<file path="src/rtl/mlp_cfg_infer_ctrl_pkg.sv">
// Shared types and helpers for the MLP config/inference sequencer.
// Holds the FSM state encoding and the config-image byte-count calculation.
package mlp_cfg_infer_ctrl_pkg;

  typedef enum logic [2:0] {
    ST_IDLE  = 3'd0,
    ST_LOAD  = 3'd1,
    ST_DRAIN = 3'd2,
    ST_EVAL  = 3'd3,
    ST_HOLD  = 3'd4
  } ctrl_state_t;

  localparam int unsigned CNT_W = 6;

  function automatic int unsigned cfg_bytes(input int unsigned img_w);
    return (img_w + 7) / 8;
  endfunction

endpackage

</file>
<file path="src/rtl/mlp_cfg_shadow.sv">
// Byte-addressed shadow copy of the weight/bias image with atomic commit.
// The commit edge also captures the byte being written on that same edge.
module mlp_cfg_shadow
  import mlp_cfg_infer_ctrl_pkg::*;
#(
  parameter int unsigned IMG_W = 315,
  parameter int unsigned NCFG  = 40
) (
  input  logic             clk,
  input  logic             rst,
  input  logic             wr_en,
  input  logic [CNT_W-1:0] wr_idx,
  input  logic [7:0]       wr_data,
  input  logic             commit,
  output logic [IMG_W-1:0] active_img
);

  logic [NCFG*8-1:0] shadow;
  logic [NCFG*8-1:0] shadow_nxt;

  always_comb begin
    shadow_nxt = shadow;
    for (int unsigned i = 0; i < NCFG; i++) begin
      if (wr_en && (wr_idx == CNT_W'(i))) begin
        shadow_nxt[i*8 +: 8] = wr_data;
      end
    end
  end

  // Pad bits above IMG_W live in the shadow only and never reach the active image.
  always_ff @(posedge clk) begin
    if (rst) begin
      shadow     <= '0;
      active_img <= '0;
    end else begin
      shadow <= shadow_nxt;
      if (commit) begin
        active_img <= shadow_nxt[IMG_W-1:0];
      end
    end
  end

endmodule

</file>
<file path="src/rtl/mlp_cfg_infer_ctrl.sv">
// Sequencer for the runtime-weighted MLP core: loads the weight/bias image,
// holds each sample stable for a fixed evaluation window and returns the class.
module mlp_cfg_infer_ctrl
  import mlp_cfg_infer_ctrl_pkg::*;
#(
  parameter int unsigned INP_W       = 28,
  parameter int unsigned WGT_W       = 240,
  parameter int unsigned BIAS_W      = 75,
  parameter int unsigned OUT_W       = 2,
  parameter int unsigned EVAL_CYCLES = 4
) (
  input  logic              clk,
  input  logic              rst,
  input  logic              cfg_valid,
  output logic              cfg_ready,
  input  logic [7:0]        cfg_data,
  input  logic              cfg_last,
  output logic              cfg_loaded,
  output logic              cfg_err,
  input  logic              smp_valid,
  output logic              smp_ready,
  input  logic [INP_W-1:0]  smp_data,
  output logic              res_valid,
  input  logic              res_ready,
  output logic [OUT_W-1:0]  res_class,
  output logic [INP_W-1:0]  core_inp,
  output logic [WGT_W-1:0]  core_weights,
  output logic [BIAS_W-1:0] core_biases,
  input  logic [OUT_W-1:0]  core_out
);

  localparam int unsigned IMG_W = WGT_W + BIAS_W;
  localparam int unsigned NCFG  = cfg_bytes(IMG_W);
  localparam logic [CNT_W-1:0] LAST_IDX  = CNT_W'(NCFG - 1);
  localparam logic [CNT_W-1:0] FULL_CNT  = CNT_W'(NCFG);
  localparam logic [3:0]       EVAL_LAST = 4'(EVAL_CYCLES - 1);

  ctrl_state_t      state;
  logic [CNT_W-1:0] byte_cnt;
  logic [3:0]       eval_cnt;
  logic             cfg_fire;
  logic             smp_fire;
  logic             sh_wr_en;
  logic             sh_commit;
  logic [CNT_W-1:0] sh_wr_idx;
  logic [IMG_W-1:0] active_img;

  // Config wins over a simultaneous sample in IDLE; no config is taken while evaluating.
  assign cfg_ready = (state == ST_IDLE) || (state == ST_LOAD) || (state == ST_DRAIN);
  assign smp_ready = (state == ST_IDLE) && cfg_loaded && !cfg_valid;
  assign cfg_fire  = cfg_valid && cfg_ready;
  assign smp_fire  = smp_valid && smp_ready;

  assign sh_wr_en  = cfg_fire && ((state == ST_IDLE) || (state == ST_LOAD));
  assign sh_wr_idx = (state == ST_IDLE) ? '0 : byte_cnt;
  assign sh_commit = cfg_fire && (state == ST_LOAD) && cfg_last && (byte_cnt == LAST_IDX);

  mlp_cfg_shadow #(
    .IMG_W(IMG_W),
    .NCFG (NCFG)
  ) u_shadow (
    .clk       (clk),
    .rst       (rst),
    .wr_en     (sh_wr_en),
    .wr_idx    (sh_wr_idx),
    .wr_data   (cfg_data),
    .commit    (sh_commit),
    .active_img(active_img)
  );

  assign core_weights = active_img[WGT_W-1:0];
  assign core_biases  = active_img[IMG_W-1:WGT_W];

  always_ff @(posedge clk) begin
    if (rst) begin
      state      <= ST_IDLE;
      byte_cnt   <= '0;
      eval_cnt   <= '0;
      cfg_loaded <= 1'b0;
      cfg_err    <= 1'b0;
      res_valid  <= 1'b0;
      res_class  <= '0;
      core_inp   <= '0;
    end else begin
      case (state)
        ST_IDLE: begin
          if (cfg_fire) begin
            byte_cnt <= CNT_W'(1);
            if (cfg_last) begin
              cfg_err <= 1'b1;
            end else begin
              cfg_err <= 1'b0;
              state   <= ST_LOAD;
            end
          end else if (smp_fire) begin
            core_inp <= smp_data;
            eval_cnt <= '0;
            state    <= ST_EVAL;
          end
        end
        ST_LOAD: begin
          if (cfg_fire) begin
            byte_cnt <= byte_cnt + CNT_W'(1);
            if (cfg_last) begin
              if (byte_cnt == LAST_IDX) begin
                cfg_loaded <= 1'b1;
              end else begin
                cfg_err <= 1'b1;
              end
              state <= ST_IDLE;
            end else if (byte_cnt == LAST_IDX) begin
              cfg_err <= 1'b1;
              state   <= ST_DRAIN;
            end
          end
        end
        ST_DRAIN: begin
          if (cfg_fire) begin
            if (byte_cnt != FULL_CNT) begin
              byte_cnt <= byte_cnt + CNT_W'(1);
            end
            if (cfg_last) begin
              state <= ST_IDLE;
            end
          end
        end
        ST_EVAL: begin
          eval_cnt <= eval_cnt + 4'd1;
          if (eval_cnt == EVAL_LAST) begin
            res_class <= core_out;
            res_valid <= 1'b1;
            state     <= ST_HOLD;
          end
        end
        ST_HOLD: begin
          if (res_ready) begin
            res_valid <= 1'b0;
            state     <= ST_IDLE;
          end
        end
        default: state <= ST_IDLE;
      endcase
    end
  end

endmodule
</file>
<file path="config.mk">
export PLATFORM = sky130hd
export DESIGN_NAME = mlp_cfg_infer_ctrl
export DESIGN_NICKNAME = d
export VERILOG_FILES = /design/src/rtl/mlp_cfg_infer_ctrl_pkg.sv /design/src/rtl/mlp_cfg_shadow.sv /design/src/rtl/mlp_cfg_infer_ctrl.sv
export SDC_FILE = /design/constraint.sdc
export NUM_CORES = 1
export LEC_CHECK = 0
export CAP_MARGIN = 20
export CORE_ASPECT_RATIO = 1.75
export CORE_MARGIN = 2
export CORE_UTILIZATION = 40
export CTS_CLUSTER_SIZE = 40
export DETAILED_ROUTE_END_ITERATION = 8
export GPL_TIMING_DRIVEN = 0
export SLEW_MARGIN = 10
export SYNTH_ARGS = -nofsm -noshare
export SYNTH_HDL_FRONTEND = slang
export SYNTH_SLANG_ARGS = --single-unit
</file>
<file path="constraint.sdc">
create_clock -name clk -period 5.13 [get_ports clk]
set_input_delay 1.2825 -clock clk [delete_from_list [all_inputs] [get_ports clk]]
set_output_delay 1.2825 -clock clk [all_outputs]
set_load 0.01 [all_outputs]
</file>
==> impl_results.md <==
* Crit path largest cell delay at 0.63 ns
* WHS Path Cells at 2
* Die span in x at 190 um
* Max transition margin at 25.9%
* Ys async rst share at 0%
* Max Freq at 250 MHz
* Vias in the first global route at 19,136
* CTS Buffer Depth at 3
* Post-Route WL at 76,700 um
* Crit path kind: input port to output port
* Fin cells at 3,660
* Initial antenna violation count at 0
* Share of the synthesized area in the top cell type at 55.7%
* Pin count of the biggest net entering global routing at 17
* Final hold violation count at 0
* EDFF count, synth at 0
* Uppermost layer routed: met4
* Hold Path Origin: core_inp[16]$_SDFFE_PP0P_
* Pwr Total at 10.9 mW
* Status: completed
* Wire length on met3 at 4210 um
* Worst path slowest cell: clkdlybuf4s50_1
* Synth Net Count at 2,427
* Mux contribution to synthesized area at 13.1%
* H-tree Lvls at 2
* I/O pin count at 394
* Synth Area in Adders at 0.154%
* Critical R2R Launch: byte_cnt[2]$_SDFFE_PP0P_
* Initial Util at 40.4%
* DRT iter0 DRCs at 716
* Reg2reg setup slack at 2.50 ns
* Setup crit end kind: output port
* Sequential fraction of the synthesis area at 55.7%
* Final layout net count at 2,874
* Pwr per Cell Area at 348 nW/um^2
* Final Setup Violations at 0
* WP buf/inv at 3
* Rows at 119
* Initial DRT Pass Iterations at 5
* Layout Skew at 0.0314 ns
* Least-Margin Pin Slew at 1.11 ns
* Setup TNS at 0 ns
* Post-Synth Simple-Gate Area at 14.2%
* Warning count from the yosys run at 0
* LEAKAGE at 11.0 nW
* Critical-path maximum fanout at 10
* Postcts setup bufs at 0
* Max-cap violations at 0
* DP Wirelength at 57,600 um
* # diodes at 0
* Post-cts resize count at 0
* Post-DRT Antenna Nets at 0
* Area grow syn2layout at 29.1%
* Sw frac at 22.1%
* Gate power share at 5.2%
* Sink Count at 676
* Post-synth top flop: dfxtp_1
* Share of layout cells above drive strength 1 at 11.0%
* Period utilization at 77.8%
* Synth area leaders: dfxtp_1 (56%), mux2i_1 (13%), nor2_1 (10%)
* Post-synthesis compound-gate area fraction at 12.9%
* Crit path cell chain: clkdlybuf4s50_1 > buf_6 > nor3b_1 > clkdlybuf4s50_1
* Switch Pwr at 2.42 mW
* Seq cells post-synth at 676
* GRT Residual Overflow at 0
* Yosys top cell by area: dfxtp_1
* # hold bufs at CTS at 0
* Port Buffers at 384
* Reg2reg path depth at 9
* Clk pwr share at 46.4%
* Vias at 18,566
* Internal power at 8.51 mW
* Worst setup SP type: input port
* CTS buffer count at 59
* Skew-Pair Late Insertion Delay at 0.62 ns
* Dpl cells at 3,551
* WL per Instance at 21.0 um
* RSZ-0062 raised after global routing: false
* Synth unique cells at 57
* Sequential share of power at 48.4%
* Die area at 62,800 um^2
* Placer Congestion at 0.835
* Placed Area at 29,100 um^2
* Peak VDD IR at 310 uV
* Clock-pin slew on the worst setup and hold paths at 0.06 ns
* Global-route wire length before repair at 115,000 um
* Vias/cell at 5.07
* Req. time, crit path at 3.85 ns
* FF-to-FF End: u_shadow.active_img[128]$_SDFFE_PP0P_
* Chip height at 330 um
* Synth cell count leaders: dfxtp_1 (676), nor2_1 (649), mux2i_1 (318)
* Synth Area per Inst at 10.2 um^2
* Synth Area in XOR/XNOR at 0.180%
* Core area at 60,200 um^2
* Tmin final at 3.99 ns
* Hold Crit Class: flip-flop to flip-flop
* CTS root buf: clkbuf_16
* Final Cell Area at 31,400 um^2
* WP data arrival at 2.71 ns
* Worst path most repeated cell: clkdlybuf4s50_1
* CTS tree: done
* Pins over their slew limit at 0
* Routed wl met2 at 40,400 um
* Crit path max-delay family: buffers and inverters
* Largest family of logic cells by synthesized area: simple AND/OR/NAND/NOR gates
* Hold endpoint: core_inp[16]$_SDFFE_PP0P_
* DR DRC count at 0
* Cell count after synthesis at 2,380
* Most frequent cell after synthesis: dfxtp_1
* Met1 Wirelength at 29,400 um
* Overall routing resource usage at 24.1%
* Mapped Area at 24,300 um^2
-- layout by cell type, fill, tap and decap left out, types with 13 or more instances in the layout --
cell type	count
buf_2	70
nand2_1	63
bufinv_16	15
nor3_4	13
dfxtp_1	676
mux2i_1	318
a21oi_1	34
a211oi_2	86
clkbuf_1	129
clkdlybuf4s50_1	384
clkbuf_16	61
a211oi_1	231
nor2_1	649
-- routing by layer --
layer	up-vias	track usage (%)
met3	126	4.82
met4	0	8.70
met1	8885	26.3
met2	486	45.6
met5	-	0
li1	9069	-
-- worst min-delay path, stage by stage (launching register included) --
cell     delay, ns
dfxtp_1       0.31
nand2_1       0.05
a21oi_1       0.05
-- cell families (layout without fill, tap and decap cells) --
| family | Yosys count | after routing |
|---|---|---|
| muxes | 319 | 319 |
| DFF | 676 | 676 |
| adders and majority gates | 3 | 3 |
| xor gates and xnor gates | 5 | 5 |
| buffers and inverters | 207 | 701 |
| AOI/OAI and AO/OA | 370 | 370 |
| and+or+nand+nor | 800 | 800 |
-- stage by stage --
stage	hold slack, ns	setup WS (ns)	utilization (%)
detailed placement	0.445	1.06	48.5
CTS	0.454	1.13	52.2
global placement	0.444	1.12	48.4
finish	0.456	1.14	52.2
global route	0.474	1.07	52.2
floorplan	0.456	2.13	-
-- layout make-up --
| cell class | count | area, um^2 |
|---|---|---|
| Fill cell | 5535 | 28800 |
| Clock inverter | 26 | 518 |
| Inverter | 5 | 18.8 |
| Clock buffer | 82 | 1720 |
| Tap cell | 786 | 983 |
| Timing Repair Buffer | 386 | 3850 |
| Multi-Input combinational cell | 1497 | 9860 |
| Sequential cell | 676 | 13500 |
| Buffer | 202 | 902 |
-- worst max-delay path by stage --
stage | startpoint | to | slack, ns | cells after the start
after detailed placement | cfg_valid | u_shadow.active_img[261]$_SDFFE_PP0P_ | 1.06 | 8
after floorplan | cfg_valid | smp_ready | 2.13 | 2
after global placement | cfg_valid | u_shadow.active_img[256]$_SDFFE_PP0P_ | 1.12 | 8
final | cfg_valid | smp_ready | 1.14 | 4
after global routing | cfg_valid | smp_ready | 1.07 | 4
after CTS | cfg_valid | smp_ready | 1.13 | 4
-- sequential cells by signal, summed over array words and instances (netlist names) --
name	cells
res_class	2
state	3
res_valid	1
u_shadow.active_img	315
eval_cnt	4
core_inp	28
cfg_loaded	1
u_shadow.shadow	315
cfg_err	1
byte_cnt	6
-- power groups by stage --
stage | Combinational [mW] | Clock [mW] | Sequential, mW
4_1_cts | 0.571 | 5.15 | 5.30
6_report | 0.564 | 5.07 | 5.30
2_1_floorplan | 0.353 | 0 | 5.41
3_5_place_dp | 0.569 | 0 | 5.42
3_3_place_gp | 0.565 | 0 | 5.41
5_1_grt | 0.604 | 5.35 | 5.30
No activity file was read; power rests on OpenSTA's default activity.
==> edit (config.mk and constraints unchanged) <==
Register the output `cfg_err` once more; this adds one clock of latency there. The other outputs are not delayed to match.
--- a/src/rtl/mlp_cfg_infer_ctrl.sv
+++ b/src/rtl/mlp_cfg_infer_ctrl.sv
@@ -34,6 +34,8 @@
   localparam logic [CNT_W-1:0] LAST_IDX  = CNT_W'(NCFG - 1);
   localparam logic [CNT_W-1:0] FULL_CNT  = CNT_W'(NCFG);
   localparam logic [3:0]       EVAL_LAST = 4'(EVAL_CYCLES - 1);
+
+  logic cfg_err_s0;
 
   ctrl_state_t      state;
   logic [CNT_W-1:0] byte_cnt;
@@ -77,7 +79,7 @@
       byte_cnt   <= '0;
       eval_cnt   <= '0;
       cfg_loaded <= 1'b0;
-      cfg_err    <= 1'b0;
+      cfg_err_s0 <= 1'b0;
       res_valid  <= 1'b0;
       res_class  <= '0;
       core_inp   <= '0;
@@ -87,9 +89,9 @@
           if (cfg_fire) begin
             byte_cnt <= CNT_W'(1);
             if (cfg_last) begin
-              cfg_err <= 1'b1;
+              cfg_err_s0 <= 1'b1;
             end else begin
-              cfg_err <= 1'b0;
+              cfg_err_s0 <= 1'b0;
               state   <= ST_LOAD;
             end
           end else if (smp_fire) begin
@@ -105,11 +107,11 @@
               if (byte_cnt == LAST_IDX) begin
                 cfg_loaded <= 1'b1;
               end else begin
-                cfg_err <= 1'b1;
+                cfg_err_s0 <= 1'b1;
               end
               state <= ST_IDLE;
             end else if (byte_cnt == LAST_IDX) begin
-              cfg_err <= 1'b1;
+              cfg_err_s0 <= 1'b1;
               state   <= ST_DRAIN;
             end
           end
@@ -143,4 +145,8 @@
     end
   end
 
+  always_ff @(posedge clk) begin
+    cfg_err <= cfg_err_s0;
+  end
+
 endmodule
Behaviour: not the same (Yosys sat finds a counterexample within 4 cycles, from zero or initial values and one cycle with rst high).
==> edit against the unedited design <==
Setup slack got worse by 0.086 ns; final area increased by 0.18%; sequential cell count increased by 1; global-route usage increased by 4.5 points; register-to-register slack got worse by 0.42 ns; area after synthesis increased by 0.65%; total power decreased by 1.8%; wire length increased by 21%; critical path type unchanged; largest power group unchanged; highest routed layer is now met5.
==> edit: results (changes against the unedited design) <==
metric;value;unit;change
Post-CTS Setup Repair Bufs;0;;unchanged
worst skew pair latency;0.62;ns;about the same
fillcell total;5745;;+3.8%
uppermost layer routed;met5;;
fraction of layout cells with a size suffix above 1;6.116;%;-4.8 points
Placer Congestion;0.9047;;+8.3%
largest net degree at the start of global routing;16;;-1
CP max-delay cell;clkdlybuf4s50_1;;
max-slew headroom at the worst pin;22.18;%;-3.8 points
Synth Area in XOR/XNOR;0.1074;%;-0.073 points
n_diodes;0;;unchanged
Yosys cell types;53;;-7.0%
top post-synthesis cells by count;dfxtp_1 (677), nor2_1 (334), a21oi_1 (285);;
Nets;3223;;+12%
Vias/cell;5.658;;+12%
IO buf count;384;;unchanged
first-pass GRT wire length;137500;um;+20%
M1 WL;33260;um;+13%
predominant post-synthesis flop cell;dfxtp_1;;
DRT Pass-1 Iters;5;;unchanged
met3 wire length;5865;um;+39%
Iter 0 DRT Violations;1501;;+110%
clk slew on worst S/H paths;0.07;ns;
Yosys Warn Count;0;;unchanged
Compound-Gate Fraction of Synth Area;20.35;%;+7.5 points
top flop regs;u_shadow.active_img (315), u_shadow.shadow (315), core_inp (28);;
initial antenna violation count;1;;+1
CTS root buffer;clkbuf_16;;
Clock Skew;0.01061;ns;-0.02077 ns
Routed WL per cell;23.12;um;+10%
status;finished clean;;
adder-cell share of the synthesized area;0.1534;%;-0.00099 points
DR WL met2;46870;um;+16%
Final HPWL DP;69730;um;+21%
GRT Resource Usage Total;28.60;%;+4.5 points
peak supply drop;288.8;uV;-6.7%
Async SR Flop Fraction;0;%;unchanged
Min-Delay Path Class;reg2reg;;
vias in the first global route;22725;;+19%
H-tree depth;2;;unchanged
top cells by area, synth;dfxtp_1 (55%), a211oi_1 (6.0%), a21oi_1 (5.8%);;
cell family with most CP delay;buffers and inverters;;
clk buf depth;3;;unchanged
CP peak stage delay;0.57;ns;-0.06 ns
Seq/Total Area, Yosys;55.38;%;-0.28 points
crit path DAT;2.80;ns;+0.09 ns
Critical Path Fanout Max;10;;unchanged
leakage;10.48;nW;-4.8%
CTS buffer count;60;;+1.7%
Syn Nets;2776;;+14%
post_cts resized;0;;unchanged
post-synthesis mux area share;2.541;%;-11 points
Placed Area;29310;um^2;+0.56%
==> edit: stage by stage <==
stage	setup WS (ns)	total power [W]	std cells
2_1_floorplan	2.175	0.005697	2729
3_3_place_gp	1.083	0.005946	3906
5_1_grt	1.006	0.01102	4014
6_report	1.051	0.01074	4014
4_1_cts	1.086	0.01079	4013
3_5_place_dp	1.089	0.005956	3906
==> edit: where the power goes <==
group / switching [W] / internal [W]
sequential: 0.0000103 / 0.00527
clock: 0.00203 / 0.00286
combinational: 0.000442 / 0.000124
==> edit: layout make-up <==
type,instances,area [um^2],share of cell area (%)
Buffer,303,1269,4.036
Clock buffer,87,1754,5.580
Clock inverter,20,361.6,1.150
Inverter,4,15.01,0.04776
Multi-Input combinational cell,1745,9634,30.65
Sequential cell,677,13550,43.11
Tap cell,793,992.2,3.156
Timing Repair Buffer,385,3859,12.27
==> edit: routing by layer <==
metal	track usage [%]	vias to the layer above
li1	-	10568
met1	30.00	10922
met2	51.43	913
met3	5.142	306
met4	18.89	2
met5	0	-
==> edit: worst paths after layout <==
kind          startpoint                       end  slack, ns  cells past startpoint
max            cfg_valid                 smp_ready       1.05                      5
min           cfg_err_s0                   cfg_err       0.39                      0
max reg2reg  byte_cnt[2]  u_shadow.active_img[191]       2.08                      6
min reg2reg   cfg_err_s0                   cfg_err       0.39                      0
==> edit: kinds of logic (layout without fill, tap and decap cells) <==
kind of cell | Yosys count | count (layout)
DFF | 677 | 677
and+or+nand+nor | 830 | 830
adders and majority gates | 3 | 3
muxes | 62 | 62
xor gates and xnor gates | 3 | 3
AOI/OAI and AO/OA | 847 | 847
buffers and inverters | 307 | 799
